<file path="config.mk">
export PLATFORM = sky130hd
export DESIGN_NAME = pipe_skid_buffer_flat
export DESIGN_NICKNAME = d
export VERILOG_FILES = /design/src/rtl/pipe_skid_buffer_if.sv /design/src/rtl/pipe_skid_buffer.sv /design/src/flat_wrapper.sv
export SDC_FILE = /design/constraint.sdc
export NUM_CORES = 1
export LEC_CHECK = 0
export BUFFER_PORTS_ARGS = -buffer_cell sky130_fd_sc_hd__buf_2
export CAP_MARGIN = 40
export CORE_MARGIN = 2
export CORE_UTILIZATION = 25
export CTS_CLUSTER_DIAMETER = 80
export DETAILED_ROUTE_END_ITERATION = 16
export HOLD_SLACK_MARGIN = 0.03
export RECOVER_POWER = 50
export SLEW_MARGIN = 10
export SYNTH_ARGS = -nofsm -noshare
export SYNTH_HDL_FRONTEND = slang
export SYNTH_SLANG_ARGS = --single-unit
</file>
<file path="constraint.sdc">
create_clock -name clk -period 2.2 [get_ports clk]
set_input_delay 0.44 -clock clk [delete_from_list [all_inputs] [get_ports clk]]
set_output_delay 0.44 -clock clk [all_outputs]
set_load 0.005 [all_outputs]
</file>
<file path="src/rtl/pipe_skid_buffer_if.sv">
// pipe_skid_buffer_if
// Handshake bundle for the two-entry skid buffer: upstream valid/ready/data
// and downstream valid/ready/data. The optional Flush line exists only when
// PIPE_SKID_FLUSH_EN is defined.
//   slave  : view of the buffer itself
//   master : view of the environment driving the buffer
interface pipe_skid_buffer_if #(
    parameter int WIDTH = 8
) ();
    logic             InValid;
    logic             InReady;
    logic [WIDTH-1:0] InData;
    logic             OutValid;
    logic             OutReady;
    logic [WIDTH-1:0] OutData;
`ifdef PIPE_SKID_FLUSH_EN
    logic             Flush;

    modport slave (
        input  InValid, InData, OutReady, Flush,
        output InReady, OutValid, OutData
    );
    modport master (
        output InValid, InData, OutReady, Flush,
        input  InReady, OutValid, OutData
    );
`else
    modport slave (
        input  InValid, InData, OutReady,
        output InReady, OutValid, OutData
    );
    modport master (
        output InValid, InData, OutReady,
        input  InReady, OutValid, OutData
    );
`endif
endinterface

</file>
<file path="src/rtl/pipe_skid_buffer.sv">
// pipe_skid_buffer
// Two-entry elastic stage (main + skid register) with valid/ready on both
// sides. InReady and OutValid come straight from flops, so there is no
// combinational path from OutReady back to InReady.
// Optional feature macro: PIPE_SKID_FLUSH_EN adds a synchronous Flush that
// empties the stage with priority over both handshakes.
module pipe_skid_buffer #(
    parameter int WIDTH = 8
) (
    input  logic             clk,
    input  logic             resetn,
    pipe_skid_buffer_if.slave bus
);

    typedef enum logic [1:0] {
        ST_EMPTY = 2'b00,
        ST_BUSY  = 2'b01,
        ST_FULL  = 2'b10
    } state_e;

    state_e           state_r;
    logic [WIDTH-1:0] main_r;
    logic [WIDTH-1:0] skid_r;
    logic             out_valid_r;
    logic             in_ready_r;
    logic             accept_s;
    logic             emit_s;

    assign accept_s     = bus.InValid & in_ready_r;
    assign emit_s       = out_valid_r & bus.OutReady;

    assign bus.InReady  = in_ready_r;
    assign bus.OutValid = out_valid_r;
    assign bus.OutData  = main_r;

    // State machine: moves entries between input, skid and main registers and
    // keeps OutValid/InReady registered in lockstep with the next state.
    always_ff @(posedge clk or negedge resetn) begin
        if (!resetn) begin
            state_r     <= ST_EMPTY;
            main_r      <= {WIDTH{1'b0}};
            skid_r      <= {WIDTH{1'b0}};
            out_valid_r <= 1'b0;
            in_ready_r  <= 1'b1;
        end
`ifdef PIPE_SKID_FLUSH_EN
        else if (bus.Flush) begin
            // Any beat handshaken this cycle is dropped; data regs keep stale values.
            state_r     <= ST_EMPTY;
            out_valid_r <= 1'b0;
            in_ready_r  <= 1'b1;
        end
`endif
        else begin
            case (state_r)
                ST_EMPTY: begin
                    if (accept_s) begin
                        main_r      <= bus.InData;
                        state_r     <= ST_BUSY;
                        out_valid_r <= 1'b1;
                        in_ready_r  <= 1'b1;
                    end else begin
                        state_r     <= ST_EMPTY;
                        out_valid_r <= 1'b0;
                        in_ready_r  <= 1'b1;
                    end
                end
                ST_BUSY: begin
                    if (accept_s && emit_s) begin
                        main_r      <= bus.InData;
                        state_r     <= ST_BUSY;
                        out_valid_r <= 1'b1;
                        in_ready_r  <= 1'b1;
                    end else if (accept_s) begin
                        // Downstream stalled: park the younger beat in skid.
                        skid_r      <= bus.InData;
                        state_r     <= ST_FULL;
                        out_valid_r <= 1'b1;
                        in_ready_r  <= 1'b0;
                    end else if (emit_s) begin
                        state_r     <= ST_EMPTY;
                        out_valid_r <= 1'b0;
                        in_ready_r  <= 1'b1;
                    end else begin
                        state_r     <= ST_BUSY;
                        out_valid_r <= 1'b1;
                        in_ready_r  <= 1'b1;
                    end
                end
                ST_FULL: begin
                    if (emit_s) begin
                        main_r      <= skid_r;
                        state_r     <= ST_BUSY;
                        out_valid_r <= 1'b1;
                        in_ready_r  <= 1'b1;
                    end else begin
                        state_r     <= ST_FULL;
                        out_valid_r <= 1'b1;
                        in_ready_r  <= 1'b0;
                    end
                end
                default: begin
                    // Unreachable encoding: recover to empty.
                    state_r     <= ST_EMPTY;
                    out_valid_r <= 1'b0;
                    in_ready_r  <= 1'b1;
                end
            endcase
        end
    end

endmodule
</file>
<file path="src/flat_wrapper.sv">
// flat-port wrapper written by rule: the top's interface ports become plain ports
module pipe_skid_buffer_flat 
#(
    parameter int WIDTH = 8
)
  (clk, resetn, bus_InValid, bus_InData, bus_OutReady, bus_InReady, bus_OutValid, bus_OutData);
  pipe_skid_buffer_if #(.WIDTH(WIDTH)) bus_i ();
  input  logic clk;
  input  logic resetn;
  input wire logic [$bits(bus_i.InValid)-1:0] bus_InValid;
  input wire logic [$bits(bus_i.InData)-1:0] bus_InData;
  input wire logic [$bits(bus_i.OutReady)-1:0] bus_OutReady;
  output wire logic [$bits(bus_i.InReady)-1:0] bus_InReady;
  output wire logic [$bits(bus_i.OutValid)-1:0] bus_OutValid;
  output wire logic [$bits(bus_i.OutData)-1:0] bus_OutData;
  assign bus_i.InValid = bus_InValid;
  assign bus_i.InData = bus_InData;
  assign bus_i.OutReady = bus_OutReady;
  assign bus_InReady = bus_i.InReady;
  assign bus_OutValid = bus_i.OutValid;
  assign bus_OutData = bus_i.OutData;
  pipe_skid_buffer #(.WIDTH(WIDTH)) u_core (.clk(clk), .resetn(resetn), .bus(bus_i));
endmodule
</file>
Word-level counts from Yosys, hierarchy flattened:

Index checks and enable logic that the tools add are counted.

* eq/ne operators: 5
* mux-type cells: 19
* bitwise operators: 3
* reductions and logical operators: 5

Operators by type and width (number)
* $mux W8: 3
* $pmux W8 S3: 1
* $mux W1: 9
* $mux W2: 3
* $ne A2 B1 Y1 const B: 3
* $pmux W2 S3: 1
* $reduce_and A4 Y1: 1
* $pmux W1 S3: 1
* $reduce_and A3 Y1: 1
* $reduce_bool A3 Y1: 1
* $and A1 B1 Y1: 2
* $eq A2 B1 Y1 const B: 1
* $eq A2 B2 Y1 const B: 1
* $logic_not A2 Y1: 1
* $pmux W1 S2: 1
* $logic_and A1 B1 Y1: 1
* $not A1 Y1: 1

* bits in registers: 20
* bits of input ports: 12
* output and inout port bits: 10
* logic and storage cells: 37

Longest topological paths before layout:

Gate-level depths: netlist of the first run.

* word-level depth: 5
* mapped depth: 6
* depth with buffers taken out: 5

Least setup slack after synthesis of the first run:

OpenSTA, ideal clock, no wires.

* path kind: reg-to-reg
* from: register u_core.state_r[0]
* to: register u_core.main_r[0], in the netlist u_core.bus.OutData[0]
* setup time: 0.125 ns
* arrival: 1.703 ns
* required time: 2.075 ns
* path slack: 0.372 ns
* cell stages (with the launch flop): 6
* buffers on the path: 0
* clock period less this slack: 1.828 ns
* cell sequence: dfrtp_1 > inv_1 > ha_1 > a21boi_0 > a2111oi_4 > mux2_2

* word-level cells in the longest chain between the ends: 3
* elaborated cells between the ends (all ways): 9
* those cells by class: eq/ne (5); mux (1); reduce/logical (3)

RTL lines
* from (decl): line pipe_skid_buffer.sv:21 `state_e state_r;`
* from (signal assigned): line pipe_skid_buffer.sv:40 `state_r <= ST_EMPTY;`
* from (signal assigned): line pipe_skid_buffer.sv:59 `state_r <= ST_BUSY;`
* from (signal assigned): line pipe_skid_buffer.sv:63 `state_r <= ST_EMPTY;`
* $eq A2 B2 Y1, or another cell as far along: line pipe_skid_buffer.sv:55 `case (state_r)`
* $ne A2 B1 Y1 (no source line) / $reduce_bool A3 Y1 (equally long branches)
* $reduce_and A4 Y1 (no source line)
* to (signal assigned): line pipe_skid_buffer.sv:58 `main_r <= bus.InData;`
* to (signal assigned): line pipe_skid_buffer.sv:70 `main_r <= bus.InData;`
* to (signal assigned): line pipe_skid_buffer.sv:92 `main_r <= skid_r;`
* to (decl): line pipe_skid_buffer.sv:22 `logic [WIDTH-1:0] main_r;`

Several ways; a longest one is shown, not always the timed one.
A chain may end at the register's enable or synchronous reset.

Final worst setup path of the first run:

* from: register u_core.state_r[0]
* to: register u_core.main_r[6], in the netlist u_core.bus.OutData[6]

The elaborated chain is that of the path after synthesis.

==> results of run 1 <==
## report_power, final
group	leakage (nW)	internal (W)	switching, W
Combinational	0.274	0.000448	0.000323
Sequential	0.238	0.000566	0.000104
Clock	0.0288	0.000159	0.000113
Total	0.541	0.00117	0.000541
## critical path: cells and delay by family (launching register included)
family | cells | cell delay [ns]
muxes | 1 | 0.35
buffers and inverters | 2 | 0.32
adders and majority gates | 1 | 0.21
DFF | 1 | 0.41
AOI/OAI and AO/OA | 2 | 0.51
## cells by family after synthesis
logic type | count (synthesis) | synth area share (%)
flops | 20 | 50.13
mux | 24 | 27.00
simple gates | 6 | 4.999
compound gates | 10 | 8.500
fa+ha+maj | 6 | 7.500
buf+inv | 5 | 1.875
## layout make-up
type                            instances  area (sq um)
Fill cell                             403          2516
Sequential cell                        20         501.7
Multi-Input combinational cell         46         480.5
Timing Repair Buffer                   23         118.9
Tap cell                               48         60.06
Clock buffer                            4         55.05
Inverter                                3         11.26
## cells in the final DEF, fill, tap and decap left out, types with 2 or more instances in the layout
master and count:
mux2_2 24, buf_2 20, dfrtp_1 19, ha_1 6
a21oi_1 4, clkbuf_8 4, inv_1 3, a21boi_0 2
buf_4 2
## sequential cells by signal (all words and copies together) (netlist names)
signal,cells
u_core.bus.OutValid,1
u_core.bus.OutData,8
u_core.state_r,2
u_core.skid_r,8
u_core.bus.InReady,1
## routing by layer
layer / up-vias / wire (um) / track usage [%]
met5: - / 0 / 0
met4: 0 / 17 / 3.061
li1: 304 / - / -
met2: 22 / 889 / 16.71
met3: 4 / 135 / 2.667
met1: 323 / 811 / 11.40
## per-stage QoR
stage,cell area (sq um),power [W]
2_1_floorplan,1001,0.001204
3_3_place_gp,1174,0.001426
3_5_place_dp,1174,0.001465
4_1_cts,1229,0.001745
5_1_grt,1227,0.001859
6_report,1227,0.001714
## cells in the mapped netlist, drive strengths merged
library cell,count
a2111oi,1
o21ba,1
nor3b,1
o21ai,1
nor2,1
dfrtp,19
nand4,1
nand2,1
and2,1
dfstp,1
a21boi,2
a22oi,1
a21oi,4
mux2,24
nand3,1
clkbuf,2
ha,6
inv,3
## how the worst min path moves through the flow
stage	end	cells after the start
4_1_cts	u_core.bus.OutData[2]$_DFFE_PN0P_	1
6_report	u_core.bus.OutData[1]$_DFFE_PN0P_	1
3_3_place_gp	u_core.bus.OutData[1]$_DFFE_PN0P_	1
3_5_place_dp	u_core.bus.OutData[1]$_DFFE_PN0P_	1
5_1_grt	u_core.skid_r[5]$_DFFE_PN0P_	2
2_1_floorplan	u_core.bus.OutData[0]$_DFFE_PN0P_	0
==> flow_summary.toml, run 1 <==
[run_status]
outcome = "finished, final reports clean"

[finish]
fin_nets = 115
fin_util_pct = 32.79
drive_gt1_share_pct = 57.29
fin_cells = 144
antenna-diode-count = 0
area_growth_pct = 22.63

[setup_path]
cp-start-kind = "flop"
r2r-end = "u_core.bus.OutData[6]$_DFFE_PN0P_"
crit_path_start = "u_core.state_r[0]$_DFF_PN0_"
critPathKind = "flop to flop"
slowest_delay_ns = 0.41
endpoint = "u_core.bus.OutData[6]$_DFFE_PN0P_"
reg2reg_depth = 6
crit_chain = "inv_1 -> ha_1 -> a21boi_0 -> a2111oi_4 -> buf_4 -> mux2_2"
r2r_start = "u_core.state_r[0]$_DFF_PN0_"
crit_fanout = 8
rrSetupSlack_ns = 0.30
crit_arrival_ns = 2.04
critical_path.slowest_cell = "dfrtp_1"
end_kind = "flop"
required_ns = 2.34

[die]
rows = 22
core-area_sq_mm = 0.003744
die_w_um = 67.28
die_height_um = 67.28
io-pin-count = 22
start_util_pct = 26.74
die_area_sq_mm = 0.004526

[route]
first_pass_iters = 4
routed_wl_um = 1853
dr_total_vias = 653
drtIter0Drc = 15
viasPerCell = 4.535
drcViolationCount = 0
antenna_left = 0
routedWlPerCell_um = 12.87

[global_route]
grt_remaining_overflow = 0
antenna_found_initial = 0
grt_max_degree = 21
grt_pass1_vias = 742
grt_pass1_wl_um = 3305
grtUsageTotal_pct = 9.596

[clocking]
cts_buffers = 3
clk_pin_slew_ns = 0.07
root_buffer = "clkbuf_8"
h-tree-depth = 1
cts_setup_buffers = 0
cts_tree = "done"
clock-sinks = 20
clock_path_buffers = 2
cts_resized = 0
hold_buffers = 0
worstSkewPairLatency_ns = 0.25

[power]
irDropWorstVdd_mv = 0.6130
powerDensity_mw_per_mm2 = 1396
p_leak_nw = 0.5408

[synth]
yosysTopAreaCell = "dfrtp_1"
synth.area.top_cells = "dfrtp_1 48%, mux2_2 27%, ha_1 7.5%"
synth_top_cell_area_share_pct = 47.50
avgSynthCellArea_sq_um = 14.10
yosysWarnings = 0
seq_area_frac_synth_pct = 50.13
netlist_area_sq_mm = 0.001001
synthCells = 71
synthesis.nets = 89
ys_types = 18
synth-seq-cells = 20

[placement]
pre_cts_ws_ns = 0.2997
dp_cells = 140
portBuffers = 21
dp_hpwl_um = 1380
place_congestion = 0.7423

[sta]
max_freq_ghz = 0.5263
rsz0062_at_grt = "false"
slew_violations = 0
worst_slack_ns = 0.2999
relSlewSlack_pct = 28.81
finalCritPeriodShare_pct = 86.37
hold_viol_final = 0
tns_ns = 0
worst_pin_slew_ns = 1.068
holdWs_ns = 0.3576
finClkSkew_ns = 0.001170
finalCriticalPeriod_ns = 1.900
setup_viol = 0

[min_path]
hold_class = "primary input to asynchronous set/reset pin"

[run]
drv_cap = 0
Power figures use the tool's default switching activity.
==> run 2: changes to the inputs <==
==> constraint.sdc (replaced) <==
create_clock -name clk -period 2.2 [get_ports clk]
set_input_delay 0.11 -clock clk [delete_from_list [all_inputs] [get_ports clk]]
set_output_delay 0.11 -clock clk [all_outputs]
set_load 0.005 [all_outputs]
==> run 2 against run 1 <==
Compared with the run above: clock power hardly changed; total power about the same; utilization grew 0.27 points; sequential power about the same; non-clock buffer count increased by 1; first-iteration DRC count grew 120%; count of clock-buffer cells in the layout did not move; clock skew hardly changed; combinational power hardly changed; die area did not move; critical endpoint unchanged; largest power group unchanged; highest routed layer unchanged.
==> flow_summary.toml, run 2 (synthesis gave the netlist of run 1 again) <==
[run]
drv_cap = 0

[route]
antenna_left = 0
routed_wl_um = 1842
routedWlPerCell_um = 12.70
drtIter0Drc = 33
viasPerCell = 4.552
first_pass_iters = 4
drcViolationCount = 0
dr_total_vias = 660

[finish]
area_growth_pct = 23.63
fillers = 402
multiInputGateArea_sq_um = 480.5
final_common_cell = "mux2_2"
fin_nets = 116
final_cell_mix = "24 x mux2_2, 20 x buf_2, 19 x dfrtp_1"
regArea_sq_um = 501.7
antenna-diode-count = 0
drive_gt1_share_pct = 56.70

[die]
die_height_um = 67.28
die_w_um = 67.28
core-area_sq_mm = 0.003744
die_area_sq_mm = 0.004526
start_util_pct = 26.74
rows = 22
io-pin-count = 22

[global_route]
antenna_found_initial = 0
grt_max_degree = 21
grt_pass1_vias = 742
grt_remaining_overflow = 0
grt_pass1_wl_um = 3312
grtUsageTotal_pct = 9.596

[setup_path]
cp_num_cells = 6
slowest_delay_ns = 0.41
crit_chain = "inv_1 -> ha_1 -> a21boi_0 -> a2111oi_4 -> buf_4 -> mux2_2"
cp_top_family = "compound AO/OA/AOI/OAI gates"
crit_arrival_ns = 2.04
critPathKind = "flop to flop"
end_kind = "flop"
reg2reg_depth = 6
required_ns = 2.34
cp-start-kind = "flop"
cp_num_buf_inv = 2
critical_path.slowest_cell = "dfrtp_1"
crit_fanout = 8

[placement]
portBuffers = 21
place_congestion = 0.7423
dp_hpwl_um = 1380

[clocking]
cts_resized = 0
clock-sinks = 20
cts_tree = "done"
clk_pin_slew_ns = 0.07
hold_buffers = 1
clock_path_buffers = 2
cts_buffers = 3
h-tree-depth = 1
cts_setup_buffers = 0
root_buffer = "clkbuf_8"
worstSkewPairLatency_ns = 0.25

[sta]
finalCriticalPeriod_ns = 1.900
hold_viol_final = 0
holdWs_ns = 0.09909
finClkSkew_ns = 0.001211
relSlewSlack_pct = 29.52
worst_pin_slew_ns = 1.057
rsz0062_at_grt = "false"
slew_violations = 0
setup_viol = 0
tns_ns = 0
max_freq_ghz = 0.5264
finalCritPeriodShare_pct = 86.35

[power]
switching_share_pct = 31.55
pwr-share-seq_pct = 39.0
switching_power_w = 0.0005408
p_leak_nw = 0.5450
power_frac_clock_pct = 15.9
p_comb_share_pct = 45.1
powerDensity_mw_per_mm2 = 1385
irDropWorstVdd_mv = 0.6130
p_int_w = 0.001174

[min_path]
min_path_cells = 2
hold_class = "primary input to flop"

[run_status]
outcome = "finished, final reports clean"
run 2: path summary, 6_finish.rpt:
path | start | endpoint | slack, ns
setup / recovery | u_core.state_r[0]$_DFF_PN0_ | u_core.bus.OutData[6]$_DFFE_PN0P_ | 0.30
hold / removal | bus_InData[5] | u_core.skid_r[5]$_DFFE_PN0P_ | 0.1
setup reg to reg | u_core.state_r[0]$_DFF_PN0_ | u_core.bus.OutData[6]$_DFFE_PN0P_ | 0.30
hold reg to reg | u_core.skid_r[7]$_DFFE_PN0P_ | u_core.skid_r[7]$_DFFE_PN0P_ | 0.51
max in group asynchronous | resetn | u_core.bus.OutData[4]$_DFFE_PN0P_ | 1.00
min in group asynchronous | resetn | u_core.bus.OutData[1]$_DFFE_PN0P_ | 0.56
run 2: area by class of cell:
cell class,count,share of cell area [%]
Multi-Input combinational cell,46,38.83
Clock buffer,4,4.449
Inverter,3,0.9100
Tap cell,48,4.853
Timing Repair Buffer,24,10.41
Sequential cell,20,40.55
run 2: per-layer routing:
metal,vias to the layer above,global-route usage (%),wire (um)
met3,4,2.667,132
met2,22,16.71,888
li1,305,-,-
met4,0,3.061,17
met1,329,11.40,804
met5,-,0,0
run 2: per-stage QoR:
step / area (sq um) / util [%] / setup slack (ns) / total power (W) / instances
after floorplan: 1001 / - / 0.3722 / 0.001204 / 71
after global placement: 1174 / 31.35 / 0.3345 / 0.001426 / 140
after detailed placement: 1174 / 31.35 / 0.2997 / 0.001465 / 140
after CTS: 1239 / 33.09 / 0.2887 / 0.001746 / 145
after global routing: 1237 / 33.05 / 0.1945 / 0.001860 / 145
final: 1237 / 33.05 / 0.3004 / 0.001714 / 145
run 2: power groups by stage:
| stage | Sequential, W | Clock [W] | Combinational (W) |
|---|---|---|---|
| 4_1_cts | 0.000673 | 0.000285 | 0.000788 |
| 2_1_floorplan | 0.000670 | 0 | 0.000534 |
| 3_3_place_gp | 0.000670 | 0 | 0.000756 |
| 5_1_grt | 0.000700 | 0.000300 | 0.000860 |
| 6_report | 0.000669 | 0.000272 | 0.000773 |
| 3_5_place_dp | 0.000680 | 0 | 0.000784 |
